**src/rtl/pic_pkg.sv**
```systemverilog
// pic_pkg: shared types and constants for the interrupt controller.
//   - init_state_t : initialisation sequence states
//   - control-word decode bit positions (ICW1/ICW4/OCW2/OCW3)
//   - OCW2 EOI command codes, read-select constants
//   - clear_lowest(): drops the lowest-numbered set bit (non-specific EOI)
package pic_pkg;

    typedef enum logic [1:0] {
        ST_READY = 2'd0,
        ST_ICW2  = 2'd1,
        ST_ICW3  = 2'd2,
        ST_ICW4  = 2'd3
    } init_state_t;

    // A0=0 command byte decode
    localparam int ICW1_BIT      = 4;  // 1: ICW1, 0: OCW2/OCW3
    localparam int ICW1_SNGL_BIT = 1;
    localparam int ICW1_IC4_BIT  = 0;
    localparam int OCW3_BIT      = 3;  // with ICW1_BIT=0: 1 selects OCW3
    localparam int OCW3_RR_BIT   = 1;  // read-register command enable
    localparam int OCW3_RIS_BIT  = 0;  // 0 = IRR, 1 = ISR
    localparam int ICW4_AEOI_BIT = 1;

    localparam logic [2:0] EOI_NONSPEC = 3'b001;
    localparam logic [2:0] EOI_SPEC    = 3'b011;

    localparam logic RDSEL_IRR = 1'b0;
    localparam logic RDSEL_ISR = 1'b1;

    function automatic logic [7:0] clear_lowest(input logic [7:0] v);
        return v & (v - 8'd1);
    endfunction

endpackage

```
**src/rtl/pic_if.sv**
```systemverilog
// pic_if: CPU-side I/O bus and interrupt-acknowledge signals of the PIC.
//   iAddr/iData/iWr/iRd : I/O write/read access
//   oData/oSel          : registered read data and read-hit flag
//   iIntAck             : acknowledge pulse from the CPU
//   oIntr/oVector/oVecValid : interrupt request and returned vector
// master = CPU/chipset side, slave = the controller.
interface pic_if;
    logic [11:0] iAddr;
    logic [7:0]  iData;
    logic        iWr;
    logic        iRd;
    logic        iIntAck;
    logic        oIntr;
    logic [7:0]  oVector;
    logic        oVecValid;
    logic [7:0]  oData;
    logic        oSel;

    modport master (
        output iAddr, iData, iWr, iRd, iIntAck,
        input  oIntr, oVector, oVecValid, oData, oSel
    );

    modport slave (
        input  iAddr, iData, iWr, iRd, iIntAck,
        output oIntr, oVector, oVecValid, oData, oSel
    );
endinterface

```
**src/rtl/pic_prio.sv**
```systemverilog
// pic_prio: 8-level fixed-priority resolver, level 0 highest.
//   i_irr, i_imr, i_isr : request, mask and in-service registers
//   o_req               : an unmasked request is allowed through
//   o_level             : winning level (7 when o_req is low)
module pic_prio (
    input  logic [7:0] i_irr,
    input  logic [7:0] i_imr,
    input  logic [7:0] i_isr,
    output logic       o_req,
    output logic [2:0] o_level
);
    logic [7:0] w_cand;

    // A level is a candidate when it is pending, unmasked and no level of
    // equal or higher priority is in service. The lowest candidate is also
    // the lowest eligible level, so a plain priority pick is enough.
    genvar gi;
    generate
        for (gi = 0; gi < 8; gi++) begin : g_cand
            assign w_cand[gi] = i_irr[gi] & ~i_imr[gi] & ~(|i_isr[gi:0]);
        end
    endgenerate

    always_comb begin
        o_level = 3'd7;
        for (int i = 7; i >= 0; i--) begin
            if (w_cand[i]) o_level = 3'(i);
        end
    end

    assign o_req = |w_cand;
endmodule

```
**src/rtl/pic.sv**
```systemverilog
// pic: 8259A-style interrupt controller subset (single, edge-triggered,
// fixed priority).
//   iClk, iRstN : clock, asynchronous active-low reset
//   iIrq[7:0]   : request lines, rising edge requests
//   bus         : pic_if.slave - I/O access at BASE_ADDR/BASE_ADDR+1,
//                 oIntr to the CPU, vector returned after iIntAck
module pic
    import pic_pkg::*;
#(
    parameter logic [11:0] BASE_ADDR   = 12'h020,
    parameter logic [4:0]  RESET_VBASE = 5'h01
) (
    input  logic       iClk,
    input  logic       iRstN,
    input  logic [7:0] iIrq,
    pic_if.slave       bus
);
    init_state_t r_state, w_state_next;
    logic [7:0]  r_irr, r_isr, r_imr, r_irq_prev;
    logic [4:0]  r_vbase;
    logic        r_aeoi, r_rdsel, r_sngl, r_ic4;
    logic        r_intr, r_vec_valid, r_sel;
    logic [7:0]  r_vector, r_data;

    logic [7:0]  w_irr_next, w_isr_next, w_imr_next, w_isr_eoi, w_vector_next;
    logic [4:0]  w_vbase_next;
    logic        w_aeoi_next, w_rdsel_next, w_sngl_next, w_ic4_next;

    logic        w_hit, w_a0, w_wr_a0, w_wr_a1, w_icw1, w_ocw2, w_ocw3, w_rd_hit;
    logic [7:0]  w_edges;
    logic        w_intr_req, w_ack_req;
    logic [2:0]  w_intr_level_unused, w_ack_level;

    assign w_hit    = ({bus.iAddr[11:1], 1'b0} == BASE_ADDR);
    assign w_a0     = bus.iAddr[0];
    assign w_wr_a0  = bus.iWr & w_hit & ~w_a0;
    assign w_wr_a1  = bus.iWr & w_hit & w_a0;
    assign w_rd_hit = bus.iRd & w_hit;
    assign w_icw1   = w_wr_a0 & bus.iData[ICW1_BIT];
    assign w_ocw2   = w_wr_a0 & (r_state == ST_READY) & ~bus.iData[ICW1_BIT] & ~bus.iData[OCW3_BIT];
    assign w_ocw3   = w_wr_a0 & (r_state == ST_READY) & ~bus.iData[ICW1_BIT] &  bus.iData[OCW3_BIT];
    assign w_edges  = iIrq & ~r_irq_prev;

    // ISR with this cycle's EOI already applied; the acknowledge path
    // resolves against it so an EOI and an ack in one cycle act in order.
    always_comb begin
        w_isr_eoi = r_isr;
        if (w_ocw2) begin
            case (bus.iData[7:5])
                EOI_NONSPEC: w_isr_eoi = clear_lowest(r_isr);
                EOI_SPEC:    w_isr_eoi[bus.iData[2:0]] = 1'b0;
                default:     w_isr_eoi = r_isr;
            endcase
        end
    end

    // oIntr follows the registers one cycle late; ack sees the EOI result.
    pic_prio u_prio_intr (
        .i_irr   (r_irr),
        .i_imr   (r_imr),
        .i_isr   (r_isr),
        .o_req   (w_intr_req),
        .o_level (w_intr_level_unused)
    );

    pic_prio u_prio_ack (
        .i_irr   (r_irr),
        .i_imr   (r_imr),
        .i_isr   (w_isr_eoi),
        .o_req   (w_ack_req),
        .o_level (w_ack_level)
    );

    always_comb begin
        w_state_next  = r_state;
        w_irr_next    = r_irr;
        w_isr_next    = w_isr_eoi;
        w_imr_next    = r_imr;
        w_vbase_next  = r_vbase;
        w_aeoi_next   = r_aeoi;
        w_rdsel_next  = r_rdsel;
        w_sngl_next   = r_sngl;
        w_ic4_next    = r_ic4;
        w_vector_next = 8'h00;

        if (bus.iIntAck) begin
            if (w_icw1 || !w_ack_req) begin
                w_vector_next = {r_vbase, 3'd7};   // spurious
            end else begin
                w_vector_next = {r_vbase, w_ack_level};
                w_irr_next[w_ack_level] = 1'b0;
                if (!r_aeoi) w_isr_next[w_ack_level] = 1'b1;
            end
        end

        if (w_icw1) begin
            w_irr_next   = 8'h00;
            w_isr_next   = 8'h00;
            w_imr_next   = 8'h00;
            w_aeoi_next  = 1'b0;
            w_rdsel_next = RDSEL_IRR;
            w_sngl_next  = bus.iData[ICW1_SNGL_BIT];
            w_ic4_next   = bus.iData[ICW1_IC4_BIT];
            w_state_next = ST_ICW2;
        end else if (w_wr_a1) begin
            case (r_state)
                ST_READY: w_imr_next = bus.iData;
                ST_ICW2: begin
                    w_vbase_next = bus.iData[7:3];
                    if (!r_sngl)    w_state_next = ST_ICW3;
                    else if (r_ic4) w_state_next = ST_ICW4;
                    else            w_state_next = ST_READY;
                end
                ST_ICW3:  w_state_next = r_ic4 ? ST_ICW4 : ST_READY;
                ST_ICW4: begin
                    w_aeoi_next  = bus.iData[ICW4_AEOI_BIT];
                    w_state_next = ST_READY;
                end
                default:  w_state_next = ST_READY;
            endcase
        end else if (w_ocw3 && bus.iData[OCW3_RR_BIT]) begin
            w_rdsel_next = bus.iData[OCW3_RIS_BIT];
        end

        // A fresh edge always wins over a clear in the same cycle.
        w_irr_next = w_irr_next | w_edges;
    end

    always_ff @(posedge iClk or negedge iRstN) begin
        if (!iRstN) begin
            r_state <= ST_READY;
        end else begin
            r_state <= w_state_next;
        end
    end

    always_ff @(posedge iClk or negedge iRstN) begin
        if (!iRstN) begin
            r_irr       <= 8'h00;
            r_isr       <= 8'h00;
            r_imr       <= 8'hFF;
            r_irq_prev  <= 8'h00;
            r_vbase     <= RESET_VBASE;
            r_aeoi      <= 1'b0;
            r_rdsel     <= RDSEL_IRR;
            r_sngl      <= 1'b0;
            r_ic4       <= 1'b0;
            r_intr      <= 1'b0;
            r_vec_valid <= 1'b0;
            r_vector    <= 8'h00;
            r_sel       <= 1'b0;
            r_data      <= 8'h00;
        end else begin
            r_irr       <= w_irr_next;
            r_isr       <= w_isr_next;
            r_imr       <= w_imr_next;
            r_irq_prev  <= iIrq;
            r_vbase     <= w_vbase_next;
            r_aeoi      <= w_aeoi_next;
            r_rdsel     <= w_rdsel_next;
            r_sngl      <= w_sngl_next;
            r_ic4       <= w_ic4_next;
            r_intr      <= w_intr_req;
            r_vec_valid <= bus.iIntAck;
            r_vector    <= w_vector_next;
            r_sel       <= w_rd_hit;
            if (!w_rd_hit)  r_data <= 8'h00;
            else if (w_a0)  r_data <= r_imr;
            else            r_data <= r_rdsel ? r_isr : r_irr;
        end
    end

    assign bus.oIntr     = r_intr;
    assign bus.oVector   = r_vector;
    assign bus.oVecValid = r_vec_valid;
    assign bus.oSel      = r_sel;
    assign bus.oData     = r_data;
endmodule

```
**src/flat_wrapper.sv**
```systemverilog
// flat-port wrapper written by rule: the top's interface ports become plain ports
module pic_flat import pic_pkg::*;
#(
    parameter logic [11:0] BASE_ADDR   = 12'h020,
    parameter logic [4:0]  RESET_VBASE = 5'h01
)
  (iClk, iRstN, iIrq, bus_iAddr, bus_iData, bus_iWr, bus_iRd, bus_iIntAck, bus_oIntr, bus_oVector, bus_oVecValid, bus_oData, bus_oSel);
  pic_if bus_i ();
  input  logic iClk;
  input  logic iRstN;
  input  logic [7:0] iIrq;
  input wire logic [$bits(bus_i.iAddr)-1:0] bus_iAddr;
  input wire logic [$bits(bus_i.iData)-1:0] bus_iData;
  input wire logic [$bits(bus_i.iWr)-1:0] bus_iWr;
  input wire logic [$bits(bus_i.iRd)-1:0] bus_iRd;
  input wire logic [$bits(bus_i.iIntAck)-1:0] bus_iIntAck;
  output wire logic [$bits(bus_i.oIntr)-1:0] bus_oIntr;
  output wire logic [$bits(bus_i.oVector)-1:0] bus_oVector;
  output wire logic [$bits(bus_i.oVecValid)-1:0] bus_oVecValid;
  output wire logic [$bits(bus_i.oData)-1:0] bus_oData;
  output wire logic [$bits(bus_i.oSel)-1:0] bus_oSel;
  assign bus_i.iAddr = bus_iAddr;
  assign bus_i.iData = bus_iData;
  assign bus_i.iWr = bus_iWr;
  assign bus_i.iRd = bus_iRd;
  assign bus_i.iIntAck = bus_iIntAck;
  assign bus_oIntr = bus_i.oIntr;
  assign bus_oVector = bus_i.oVector;
  assign bus_oVecValid = bus_i.oVecValid;
  assign bus_oData = bus_i.oData;
  assign bus_oSel = bus_i.oSel;
  pic #(.BASE_ADDR(BASE_ADDR), .RESET_VBASE(RESET_VBASE)) u_core (.iClk(iClk), .iRstN(iRstN), .iIrq(iIrq), .bus(bus_i));
endmodule
```
**config.mk**
```make
export PLATFORM = sky130hd
export DESIGN_NAME = pic_flat
export DESIGN_NICKNAME = d
export VERILOG_FILES = /design/src/rtl/pic_pkg.sv /design/src/rtl/pic_if.sv /design/src/rtl/pic_prio.sv /design/src/rtl/pic.sv /design/src/flat_wrapper.sv
export SDC_FILE = /design/constraint.sdc
export NUM_CORES = 1
export LEC_CHECK = 0
export ABC_CLOCK_PERIOD_IN_PS = 2300
export BUFFER_PORTS_ARGS = -buffer_cell sky130_fd_sc_hd__buf_4
export CAP_MARGIN = 20
export CORE_UTILIZATION = 35
export CTS_CLUSTER_DIAMETER = 50
export DETAILED_ROUTE_END_ITERATION = 16
export HOLD_SLACK_MARGIN = 0.06
export SLEW_MARGIN = 40
export SYNTH_ARGS = -nofsm -noshare
export SYNTH_HDL_FRONTEND = slang
export SYNTH_SLANG_ARGS = --single-unit
```
**constraint.sdc**
```tcl
create_clock -name iClk -period 2.3 [get_ports iClk]
set_input_delay 0.115 -clock iClk [delete_from_list [all_inputs] [get_ports iClk]]
set_output_delay 0.115 -clock iClk [all_outputs]
set_load 0.01 [all_outputs]
```
# Yosys cells after proc, flatten, opt, wreduce, memory -nomap -nowiden
# Cells that the tools add are included.
totals:
  mem_bits_rw: 0
  n_memories: 0
  in_bits: 33
  rom_bits: 0
  latch_bits: 0
  ff_bits: 62
  elab_cells: 168
op_classes:
  order_cmp: 4
  n_mul: 0
  reduce_logical: 32
  n_bitwise: 70
  n_mux: 39
  eq_ne: 7
  addsub: 1
  n_div: 0
  n_shift: 0
op_table:
  columns: ["cell", "n"]
  rows:
  - ["two-way mux 8 bit", 15]
  - ["bitwise AND 1 bit", 33]
  - ["bitwise AND 8 bit", 4]
  - ["OR reduction 8 bit", 4]
  - ["NOT 1 bit", 28]
  - ["NOT 8 bit", 3]
  - ["two-way mux 3 bit", 6]
  - ["OR 8 bit", 2]
  - ["one-hot mux 8 bit (2 select lines)", 1]
  - ["OR reduction 7 bit", 2]
  - ["OR reduction 6 bit", 2]
  - ["equality test 11 x 5 -> 1 bit, second input constant", 1]
  - ["two-way mux 2 bit", 5]
  - ["OR reduction 5 bit", 2]
  - ["two-way mux 1 bit", 9]
  - ["less-than comparator 3 x 4 -> 1 bit, second input constant", 2]
  - ["AND reduction 2 bit", 4]
  - ["nonzero test 2 bit", 4]
  - ["OR reduction 4 bit", 2]
  - ["subtractor 8 x 1 -> 8 bit, second input constant", 1]
  - ["demux 1 bit (select 3 bit)", 2]
  - ["greater-or-equal comparator 3 x 1 -> 1 bit, second input constant", 2]
  - ["one-hot mux 2 bit (3 select lines)", 1]
  - ["OR reduction 3 bit", 2]
  - ["12 further kinds", 16]

# Depth between registers and ports, before layout
logic_depth:
  ltp_word: 28
  mapped_depth: 10
  depth_no_buf: 9

# Hierarchy
# A second synthesis with hierarchy kept.
hier_totals:
  hier_cells: 325
  area_unflattened_um2: 3241.9
modules_own_cells:
  columns: ["module", "cells_each", "seq_area_each_um2", "area_each_um2", "n_inst"]
  rows:
  - ["pic", 271, 1562.7, 2866.5, 1]
  - ["pic_prio", 27, 0.0, 187.7, 2]

# Least setup slack after synthesis
# No wires, ideal clock.
synth_path:
  kind: "reg2reg"
  start: "reg u_core.r_isr[0]"
  end: "reg u_core.r_isr[4]"
  required_time_ns: 2.205
  synth_period_minus_slack_ns: 2.474
  t_arrival_ns: 2.378
  stages_incl_launch_ff: 8
  slack_ns: -0.174
  path_cell_list: "dfrtp_1 > or4_4 > nor3b_2 > o2111ai_2 > a221oi_4 > a221oi_2 > or3_4 > o32ai_2"
synth_between:
  elab_chain_cells: 23
  elab_cells_between_ends: 48
synth_rtl:
  columns: ["item", "line", "rtl"]
  rows:
  - ["start, declared", "pic.sv:19", "logic [7:0] r_irr, r_isr, r_imr, r_irq_prev;"]
  - ["start signal, assigned", "pic.sv:155", "r_isr <= w_isr_next;"]
  - ["subtractor 8 x 1 -> 8 bit", "pic_pkg.sv:31", "return v & (v - 8'd1);"]
  - ["bitwise AND 8 bit", "pic_pkg.sv:31", null]
  - ["one-hot mux 8 bit (2 select lines)", "pic.sv:49", "case (bus.iData[7:5])"]
  - ["two-way mux 8 bit *", "pic.sv:48", "if (w_ocw2) begin"]
  - ["OR reduction 7 bit", "pic_prio.sv:20", "assign w_cand[gi] = i_irr[gi] & ~i_imr[gi] & ~(|i_isr[gi:0]);"]
  - ["NOT 1 bit", "pic_prio.sv:20", null]
  - ["bitwise AND 1 bit", "pic_prio.sv:20", null]
  - ["two-way mux 1 bit", "pic_prio.sv:27", "if (w_cand[i]) o_level = 3'(i);"]
  - ["[8 not listed]", null, null]
  - ["two-way mux 1 bit (implied by the code)", "pic.sv:92", "if (!r_aeoi) w_isr_next[w_ack_level] = 1'b1;"]
  - ["demux 1 bit (select 3 bit)", null, null]
  - ["OR 8 bit (no source line)", null, null]
  - ["two-way mux 8 bit", "pic.sv:92", null]
  - ["two-way mux 8 bit", "pic.sv:87", "if (w_icw1 || !w_ack_req) begin"]
  - ["two-way mux 8 bit *", "pic.sv:86", "if (bus.iIntAck) begin"]
  - ["two-way mux 8 bit *", "pic.sv:96", "if (w_icw1) begin"]
  - ["net u_core.w_isr_next[4]", "pic.sv:25", "logic [7:0] w_irr_next, w_isr_next, w_imr_next, w_isr_eoi, w_vector_next;"]
# Mark *: on every way through the listed nets, which the timed path passes. The rest lies on a longest branch.
# A chain may end at the register's enable or synchronous reset.

# Worst setup path after layout
layout_path:
  start: "reg u_core.r_isr[2]"
  end: "reg u_core.r_isr[4]"
# Same word-level chain as after synthesis.

==> results by group <==
Power
  • Sw Ratio: 0.252
  • Clock power frac: 0.437
  • Leak: a little over 2 nW
  • Peak VDD IR: 0.268 mV
  • Logic pwr share: 0.123
  • Pwr dens: 570 nW/um^2
  • Switching pwr: 0.647 mW
  • Cell-internal power: 1.92 mW
  • Power, Total: 2.57 mW
  • Sequential share of power: 0.440

Yosys
  • Synth unique cells: 55
  • Synthesized area: 3250 um^2
  • Synth top area cells: dfrtp_1 (41%), dfstp_2 (7.3%), mux2i_1 (4.6%)
  • Synth top area share: 0.408
  • Avg Cell Area, Syn: 9.70 um^2
  • Flops & latches, synth: 62
  • Post-Syn Instances: around 340
  • Ys Warns: 0
  • Largest area contributor in the netlist: dfrtp_1
  • Post-synth EDFFs: 0
  • Share of the yosys chip area belonging to registers: 0.481
  • Syn Nets: 370
  • Predominant post-synthesis flop cell: dfrtp_1
  • FFs w/ async S/R, synth: 1.00

GRT
  • Pin count of the biggest net entering global routing: 63
  • Met3 global-route usage: 0.0422
  • Initial antenna violation count: 0
  • Overall Global Routing Usage: 0.196
  • First-pass GRT wire length: 14700 um
  • Vias in the first global route: approximately 2.9k
  • Met2 Use GR: 0.309
  • GRT overflow: 0
  • Gr busiest metal: met2
  • Met1 Track Usage GR: 0.265

Setup path
  • Crit path from: u_core.r_isr[2]
  • RR Startpoint: u_core.r_isr[2]
  • Setup CP Type: register to register
  • CP max FO: 3
  • CP arrival: 2.76 ns
  • CP Capture Type: register
  • Worst path required time: roughly 2.6 ns
  • Critical path startpoint category: register

CTS
  • Root Buffer: clkbuf_8
  • CTS Buffer Depth: 2
  • Clock Sinks: 62
  • Clock transition at path regs: 0.08 ns
  • H-tree Lvls: 3
  • CTS tree: done
  • CTS Buf Count: 9
  • Clk_lat worst skew: 0.35 ns

Floorplanning
  • Starting Density: 0.367
  • Die W: 98.4 um
  • Top Ports: between 50 and 60
  • Die Area: between 9000 and 10000 um^2
  • Die Height: 98.4 um
  • Cell Rows: 34
  • CORE AREA: between 8000 and 9000 um^2

STA
  • Fmax: 400 MHz
  • Final Max Tran Viols: 0
  • Minimum clock period: 2.50 ns
  • Final Hold Fails: 0
  • RSZ-0062 raised after global routing: yes
  • Tcrit/Tclk final: 1.09
  • Final worst setup slack: -0.203 ns
  • Slew @ Worst Pin: slightly below 0.6 ns
  • Max-slew headroom: 0.609
  • Final Skew: 0.00984 ns
  • # setup viols final: 13
  • Setup TNS: -1.06 ns

Drt
  • Vias per cell: 5.36
  • Routed WL: 8960 um
  • Vias after detailed routing: 2970
  • DR iter-0 viols: 215
  • Detailed Routing Iterations Pass 1: 12
  • Final ANT Viol Nets: 0
  • Post-DR wirelength/cell: 16.2 um
  • DRC violations left: 1

Placed design
  • Dpl cell area: 4010 um^2
  • GP Congestion: 0.912
  • DP HPWL: approximately 6400 um
  • Placed insts: 518
  • Port Buffer Count: 51

Finish
  • Design Area, Final: 4510 um^2
  • P&R area growth vs syn: 38.7%
  • Final Util: 0.509
  • Fin cells: 554
  • Nets@finish: roughly 480
  • Layout cells sized above 1: 0.345
  • Number of diodes: 0

Worst hold path
  • Beginning of the worst hold path: bus_iData[0]
  • Hold WC Path Type: primary input to register

Flow run
  • Max Cap Viol: 0

Outcome
  • Status: finished with violations
  • Violated checks: DRC, setup timing
area by class of cell:
cell class | count | area, um^2
Timing Repair Buffer | 110 | 873
Tap cell | 108 | 135
Fill cell | 820 | 4340
Inverter | 9 | 33.8
Multi-Input combinational cell | 249 | 1670
Clock inverter | 6 | 93.8
Sequential cell | 62 | 1560
Clock buffer | 10 | 138
synth_stat cells, types with 2 or more instances:
cell,instances
nor4_1,4
clkbuf_1,13
inv_1,9
a31oi_1,4
nand3_1,12
o21a_1,2
nand2_1,33
nand2b_1,10
mux2_2,5
o211ai_1,4
a22oi_1,2
o31ai_1,6
a31o_2,2
nor2_1,34
dfrtp_1,53
o21bai_1,2
dfstp_2,9
nand3b_1,2
nor3b_1,4
mux2i_1,15
a21oi_1,20
ha_1,2
and2_1,10
nor2b_1,9
nor3_1,9
a32o_1,2
and3_1,7
o21ai_0,19
nand4_1,5
nor4_2,2
registers in the layout, summed over array words and instances (netlist names):
name and count:
u_core.r_vbase 5, u_core.r_ic4 1, u_core.bus.oSel 1, u_core.r_isr 8
u_core.bus.oVecValid 1, u_core.r_aeoi 1, u_core.r_imr 8, u_core.r_state 2
u_core.bus.oIntr 1, u_core.r_irr 8, u_core.bus.oVector 8, u_core.r_irq_prev 8
u_core.bus.oData 8, u_core.r_rdsel 1, u_core.r_sngl 1
path summary, 6_finish.rpt:
kind	to	slack, ns	depth (start not counted)
hold reg to reg	u_core.r_irr[0]	0.43	1
hold / removal	u_core.r_ic4	0.07	3
max in group asynchronous	u_core.r_imr[7]	1.60	2
min in group asynchronous	u_core.bus.oVecValid	0.30	2
setup / recovery	u_core.r_isr[4]	-0.20	7
setup reg to reg	u_core.r_isr[4]	-0.20	7
kinds of logic after synthesis:
| family | synth area share |
|---|---|
| AND/OR/NAND/NOR | 0.255 |
| AO/OA/AOI/OAI | 0.164 |
| flip-flops | 0.481 |
| buffers and inverters | 0.0285 |
| multiplexers | 0.0635 |
| adder cells (fa/ha/maj) | 0.00770 |
per-layer routing:
layer	wire (um)	vias up
li1	-	1418
met1	4150	1452
met2	4130	86
met3	500	14
met4	180	0
met5	0	-
power by group through the flow:
stage	Clock [mW]	Combinational (mW)	Sequential, mW
5_1_grt	1.21	0.342	1.13
3_5_place_dp	0	0.267	1.15
6_report	1.12	0.315	1.13
3_3_place_gp	0	0.264	1.15
2_1_floorplan	0	0.103	1.15
4_1_cts	1.15	0.312	1.13
placed cells by master (no fill, tap or decap), types with 6 or more instances in the layout:
cell	n
nand3_1	12
nor2b_1	9
buf_4	92
and2_1	10
dfrtp_1	53
o21ai_0	19
a21oi_1	17
dlygate4sd3_1	16
nor3_1	7
and3_1	6
clkbuf_8	10
nor2_1	33
nand2_1	33
nand2b_1	10
dfstp_2	9
mux2i_1	15
inv_1	9
worst max-delay path, cell delays in order, from the launching register on:
cell and delay, ns:
dfrtp_1 0.38, or4_4 0.57, nor3b_4 0.23, o2111ai_2 0.16, a221oi_4 0.33, a221oi_2 0.10
or3_4 0.37, o32ai_2 0.25
timing repair:
item,CTS,global route
hold endpoints to repair,77,0
buffers inserted,4,1
gates resized for setup,10,6
pin swaps,5,4
hold buffers,16,0
endpoints found under the setup margin,15,15
metrics by stage:
stage	worst slack, ns	hold slack [ns]
6_report	-0.203	0.0697
5_1_grt	-0.270	0.0946
4_1_cts	-0.178	0.0651
3_5_place_dp	-0.225	0.235
3_3_place_gp	-0.179	0.232
2_1_floorplan	-0.128	-0.181
Note: power is estimated with default switching activity, not from simulation.
